<file path="config.mk">
export PLATFORM = sky130hd
export DESIGN_NAME = uart_tx_ctrl
export DESIGN_NICKNAME = d
export VERILOG_FILES = /design/src/rtl/uart_tx_ctrl.sv
export SDC_FILE = /design/constraint.sdc
export NUM_CORES = 1
export LEC_CHECK = 0
export CORE_MARGIN = 4
export CORE_UTILIZATION = 58
export CTS_CLUSTER_SIZE = 30
export DETAILED_ROUTE_END_ITERATION = 7
export GPL_ROUTABILITY_DRIVEN = 0
export GPL_TIMING_DRIVEN = 0
export HOLD_SLACK_MARGIN = 0.08
export PLACE_DENSITY = 0.81
export RECOVER_POWER = 25
export SLEW_MARGIN = 30
export SYNTH_ARGS = -nofsm -noshare
export SYNTH_HDL_FRONTEND = slang
export SYNTH_SLANG_ARGS = --single-unit
</file>
<file path="constraint.sdc">
create_clock -name clk -period 2.7 [get_ports clk]
set_clock_uncertainty 0.15 [all_clocks]
set_input_delay 0.27 -clock clk [delete_from_list [all_inputs] [get_ports clk]]
set_output_delay 0.27 -clock clk [all_outputs]
set_load 0.01 [all_outputs]
</file>
<file path="src/rtl/uart_tx_ctrl.sv">
// UART transmit serializer fed by the TX byte FIFO. Each popped byte leaves as
// start bit, 8 data bits LSB first, optional parity bit and 1 or 2 stop bits.
module uart_tx_ctrl #(
  parameter int CLKS_PER_BIT = 5208,
  parameter int PARITY_EN    = 0,
  parameter int PARITY_ODD   = 0,
  parameter int STOP_BITS    = 1
) (
  input  logic       clk,
  input  logic       rst,
  input  logic       fifo_empty,
  input  logic [7:0] fifo_dout,
  output logic       read_enable,
  output logic       tx,
  output logic       tx_busy,
  output logic       tx_done,
  output logic [2:0] state_dbg_o
);

  localparam int BAUD_W = $clog2(CLKS_PER_BIT * STOP_BITS);
  localparam logic [BAUD_W-1:0] BIT_LAST  = BAUD_W'(CLKS_PER_BIT - 1);
  localparam logic [BAUD_W-1:0] STOP_LAST = BAUD_W'(CLKS_PER_BIT * STOP_BITS - 1);
  localparam logic PAR_INV = (PARITY_ODD != 0);
  localparam logic HAS_PAR = (PARITY_EN != 0);

  typedef enum logic [2:0] {
    IDLE   = 3'd0,
    LOAD   = 3'd1,
    START  = 3'd2,
    DATA   = 3'd3,
    PARITY = 3'd4,
    STOP   = 3'd5
  } state_t;

  state_t              state_q, state_d;
  logic [BAUD_W-1:0]   baud_q, baud_d;
  logic [2:0]          bit_q, bit_d;
  logic [7:0]          shift_q, shift_d;
  logic                par_q, par_d;
  logic                tx_q, tx_d;
  logic                busy_q, busy_d;
  logic                done_q, done_d;
  logic                bit_end;

  // FIFO handshake: read_enable is a one-cycle pop, asserted only in IDLE while
  // the FIFO is non-empty; the popped byte is presented on fifo_dout during LOAD.
  assign read_enable = (state_q == IDLE) && !fifo_empty && !rst;

  always_comb begin
    state_d = state_q;
    baud_d  = baud_q;
    bit_d   = bit_q;
    shift_d = shift_q;
    par_d   = par_q;
    bit_end = (baud_q == BIT_LAST);
    case (state_q)
      IDLE: begin
        if (!fifo_empty) begin
          state_d = LOAD;
        end
      end
      LOAD: begin
        shift_d = fifo_dout;
        par_d   = (^fifo_dout) ^ PAR_INV;
        baud_d  = '0;
        bit_d   = '0;
        state_d = START;
      end
      START: begin
        if (bit_end) begin
          baud_d  = '0;
          state_d = DATA;
        end else begin
          baud_d = baud_q + 1'b1;
        end
      end
      DATA: begin
        if (bit_end) begin
          baud_d  = '0;
          shift_d = {1'b0, shift_q[7:1]};
          if (bit_q == 3'd7) begin
            bit_d   = '0;
            state_d = HAS_PAR ? PARITY : STOP;
          end else begin
            bit_d = bit_q + 3'd1;
          end
        end else begin
          baud_d = baud_q + 1'b1;
        end
      end
      PARITY: begin
        if (bit_end) begin
          baud_d  = '0;
          state_d = STOP;
        end else begin
          baud_d = baud_q + 1'b1;
        end
      end
      STOP: begin
        // All stop bits are timed as one stretch of STOP_BITS * CLKS_PER_BIT cycles.
        if (baud_q == STOP_LAST) begin
          baud_d  = '0;
          state_d = IDLE;
        end else begin
          baud_d = baud_q + 1'b1;
        end
      end
      default: begin
        state_d = IDLE;
      end
    endcase
  end

  // Outputs are decoded from the next state so the registered line level and
  // flags line up with the state they describe.
  always_comb begin
    case (state_d)
      START:   tx_d = 1'b0;
      DATA:    tx_d = shift_d[0];
      PARITY:  tx_d = par_d;
      default: tx_d = 1'b1;
    endcase
    busy_d = (state_d != IDLE);
    done_d = (state_d == STOP) && (baud_d == STOP_LAST);
  end

  always_ff @(posedge clk or posedge rst) begin
    if (rst) begin
      state_q <= IDLE;
      baud_q  <= '0;
      bit_q   <= '0;
      shift_q <= '0;
      par_q   <= 1'b0;
      tx_q    <= 1'b1;
      busy_q  <= 1'b0;
      done_q  <= 1'b0;
    end else begin
      state_q <= state_d;
      baud_q  <= baud_d;
      bit_q   <= bit_d;
      shift_q <= shift_d;
      par_q   <= par_d;
      tx_q    <= tx_d;
      busy_q  <= busy_d;
      done_q  <= done_d;
    end
  end

  assign tx          = tx_q;
  assign tx_busy     = busy_q;
  assign tx_done     = done_q;
  assign state_dbg_o = state_q;

endmodule

</file>
* Word-level counts from Yosys, hierarchy flattened
Cells that the tools add are included.
Word-level totals: register bits 31, bits of input ports 11, word-level logic and storage cells 51
Cells by class: add/subtract/negate cells 2, equality and inequality tests 13, muxes and demuxes 16, reductions and logical operators 11
Operators by type and width (number):
- $eq A13 B13 Y1 const B | 2
- $pmux W13 S2 | 1
- $mux W3 | 8
- $pmux W3 S6 | 1
- $pmux W8 S2 | 1
- $eq A3 B3 Y1 const B | 5
- $add A13 B1 Y13 const B | 1
- $mux W13 | 1
- $eq A3 B2 Y1 const B | 4
- $mux W8 | 1
- $reduce_xor A8 Y1 | 1
- $pmux W3 S2 | 1
- $reduce_or A4 Y1 | 1
- $add A3 B1 Y3 const B | 1
- $eq A3 B1 Y1 const B | 1
- $logic_and A1 B1 Y1 | 3
- $logic_not A3 Y1 | 1
- $pmux W1 S3 | 1
- $reduce_bool A3 Y1 | 1
- $logic_not A1 Y1 | 2
- $ne A2 B2 Y1 const B | 1
- $reduce_and A2 Y1 | 1
- $reduce_bool A2 Y1 | 1
- $mux W1 | 1

* Logic depth before layout (Yosys ltp)
depth in word-level cells 6, depth in mapped cells 9, depth with buffers taken out 7

* Worst setup path after synthesis
OpenSTA, ideal clock, no wires.
path type reg2reg, from reg baud_q[0], to reg done_q, in the netlist tx_done, setup time 0.080 ns, arrival 1.943 ns, path slack 0.527 ns, stages on the path, launching flop included 9, path through dfrtp_1 > ha_1 > nor4bb_1 > buf_4 > nand4_1 > mux2_2 > and4bb_1 > nand4_1 > nor3_2
Between the ends: word-level cells in the longest chain between the ends 5
RTL lines:
- start: declaration | line 36 | logic [BAUD_W-1:0] baud_q, baud_d;
- start signal: assignment | line 139 | baud_q <= baud_d;
- $add A13 B1 Y13 / $eq A13 B13 Y1 (equally long branches)
- $mux W13, or another cell as far along
- $pmux W13 S2 / $pmux W3 S6 (equally long branches) | line 56 | case (state_q)
- $eq A13 B13 Y1 / $eq A3 B3 Y1 (equally long branches) | line 124 | done_d = (state_d == STOP) && (baud_d == STOP_LAST);
- $logic_and A1 B1 Y1 (*) | line 124
- named net done_d | line 42 | logic done_q, done_d;
- end signal: assignment | line 145 | done_q <= done_d;
- end: declaration | line 42
The timed path passes the listed nets; every way through them passes the cells marked *. A chain may end at the register's enable or synchronous reset.

* Worst setup path in the final report
from reg state_q[2], in the netlist state_dbg_o[2], to out read_enable
Between the ends: word-level cells in the longest chain between the ends 3
RTL lines:
- start: declaration | line 35 | state_t state_q, state_d;
- start signal: assignment | line 138 | state_q <= state_d;
- $logic_not A3 Y1 | line 47 | assign read_enable = (state_q == IDLE) && !fifo_empty && !rst;
- $logic_and A1 B1 Y1 (2 in a row) | line 47
- end: declaration | line 13 | output logic read_enable,
Every way passes these cells.

==> flow_summary.yaml <==
timing:
  rsz0062_at_grt: "no"
  slew_viol_final: 0
  worst_pin_slew_ps: 664
  relSlewSlack_pct: 55.7
  max_freq_mhz: 385
  finalHoldViolCount: 0
  setup_ws_ps: 104
  finalSetupViolCount: 0
  finalCritPeriodShare_pct: 96.2
  layout_min_cycle_time_ps: 2600
synth:
  synth-edff-count: 0
  yosysMostFrequentCell: "dfrtp_1"
  synthAdderAreaFrac_pct: 2.30
  ys_seq_elements: 31
  synthDominantCellAreaShare_pct: 36.3
  synth-simple-area-share_pct: 26.3
  syn-num-nets: 234
  ys.flop_type: "dfrtp_1"
  ys_types: 60
  syn_inst: 220
  synth_compound_area_share_pct: 23.1
  avgSynthCellArea_um2: 9.41
  syn_area_mm2: 0.00207
  async_reset_ff_share_pct: 100
  synth_xor_area_share_pct: 4.17
  synthMuxAreaShare_pct: 0.544
  synth_top_cells_by_count: "dfrtp_1 (30), nand2_1 (24), o22ai_1 (14)"
  synth_top_area_cell: "dfrtp_1"
  yosysWarnings: 0
  synth_area_leaders: "dfrtp_1 (36%), nand2_1 (4.4%), o22ai_1 (4.2%), xnor2_1 (3.4%), a21oi_1 (2.9%)"
  synth_top_family_by_area: "simple AND/OR/NAND/NOR gates"
  yosysSeqAreaShare_pct: 37.5
clock_network:
  cts_buffers: 5
  clk_pin_slew_ps: 100
  postCtsHoldBufs: 0
  max-clock-path-buffers: 2
  cts_setup_buffers: 0
  clock_latency_ps: 340
  cts_tree: "done"
  post_cts_resize_count: 0
  cts_root_buffer: "clkbuf_4"
  htreeDepth: 2
  clkSinkCount: 31
critical_path:
  r2r_slack_ps: 140
  start_kind: "register"
  r2r_end: "tx_done"
  crit_required_ps: 2280
  critPathKind: "reg2out"
  r2r.worst_path.cells: 8
  max_stage_delay_ps: 530
  cp_slowest_cell: "clkdlybuf4s50_1"
  r2r-start: "baud_q[0]"
  cp_cell_sequence: "buf_6, clkbuf_1, nor4_2, and2_1, clkdlybuf4s50_1"
  crit_fanout: 10
  endpoint_kind: "primary output"
  crit_arrival_ps: 2180
power:
  cellLeakagePower_nw: 0.937
  total_power_w: 0.000836
  vdd_drop_max_v: 0.000371
  power_density_mw_per_mm2: 351
drt:
  dr.pass1.iters: 8
  drtIter0Drc: 143
  vias: 1818
  vias_per_cell: 6.25
  drc: 0
  wl_per_cell_um: 16.1
  ant_nets: 0
  wl_mm: 4.67
floorplan:
  core_area_mm2: 0.00339
  rows: 21
  die_h_um: 67.8
  ioPinCount: 18
  dieArea_mm2: 0.00459
  die_w_um: 67.8
  initial_core_util_pct: 61.1
placement:
  hpwlAfterDp_mm: 3.38
  place_ws_ps: 183
  place_inst: 283
  placed_area_mm2: 0.00230
  io_buffers: 17
min_path:
  min_path_type: "in2async"
layout:
  drive_above_1_share_pct: 14.7
  area_growth_pct: 15.2
  antenna_cells: 0
  nets: 258
  fillers: 261
  fin_util_pct: 70.4
  finalNonFillerCells: 291
  fin_area_mm2: 0.00238
run:
  maxCapViolations: 0
grt:
  track_usage_pct: 23.5
  overflow: 0
  antenna_found_initial: 0
  grt_start_max_net_pins: 33
  grt_first_pass_wirelength_mm: 8.05
  grt_pass1_vias: 1690
run_status:
  outcome: "completed"
## per-layer routing
layer	GRT usage [%]	vias up	routed length (um)
li1	-	891	-
met1	33.1	866	2160
met2	35.7	54	2170
met3	4.49	7	262
met4	8.10	0	78
met5	0	-	0
## logic make-up (layout without fill, tap and decap cells)
family          count (synthesis)  after routing
xor+xnor                        9              9
mux                             1              1
fa+ha+maj                       4              4
flops                          31             31
buf+inv                        20             45
compound gates                 68             68
simple gates                   87             87
## how the worst max path moves through the flow
stage	to	slack, ps	start
floorplan	tx_done	530	baud_q[0]
global placement	read_enable	-110	rst
detailed placement	tx_done	180	baud_q[0]
CTS	read_enable	70	state_dbg_o[2]
global route	tx_done	10	baud_q[0]
finish	read_enable	100	state_dbg_o[2]
## registers in the layout (all words and copies together) (netlist names)
register     cells
bit_q            3
shift_q          8
tx_busy          1
tx_done          1
baud_q          13
state_dbg_o      3
tx               1
par_q            1
## placed cells by master (no fill, tap or decap), types with 5 or more instances in the layout
master and n:
dfrtp_1 30, nand2_1 24, clkdlybuf4s50_1 16, o22ai_1 14, a21oi_1 12, nand3_1 10, o21ai_0 9, nor2_1 9
xnor2_1 8, clkbuf_1 8, nand4_1 7, a31oi_1 5, a22o_1 5, clkbuf_4 5
## critical path, delay by kind of cell (launching register included)
family / cells / cell delay (ps)
simple gates: 2 / 520
buf+inv: 3 / 910
flops: 1 / 400
## stage by stage
stage / setup TNS, ps / hold WS, ps
after CTS: 0 / 205
after floorplan: 0 / 228
after detailed placement: 0 / 326
after global placement: -110 / 324
after global routing: 0 / 373
final: 0 / 322
## where the power goes
part	internal [W]	switching (W)	total [W]
Combinational	0.0000268	0.0000239	0.0000508
Sequential	0.000471	0.00000208	0.000473
Clock	0.000153	0.000160	0.000313
Total	0.000651	0.000186	0.000836
## cell type report
cell class | instances | area [um^2] | share of cell area [%]
inverter | 5 | 18.8 | 0.787
multi-input combinational | 169 | 1190 | 49.7
tap | 46 | 57.6 | 2.41
timing repair buffer | 17 | 170 | 7.14
sequential | 31 | 777 | 32.6
clock buffer | 8 | 68.8 | 2.89
buffer | 15 | 106 | 4.46
Note: power is estimated with default switching activity, not from simulation.
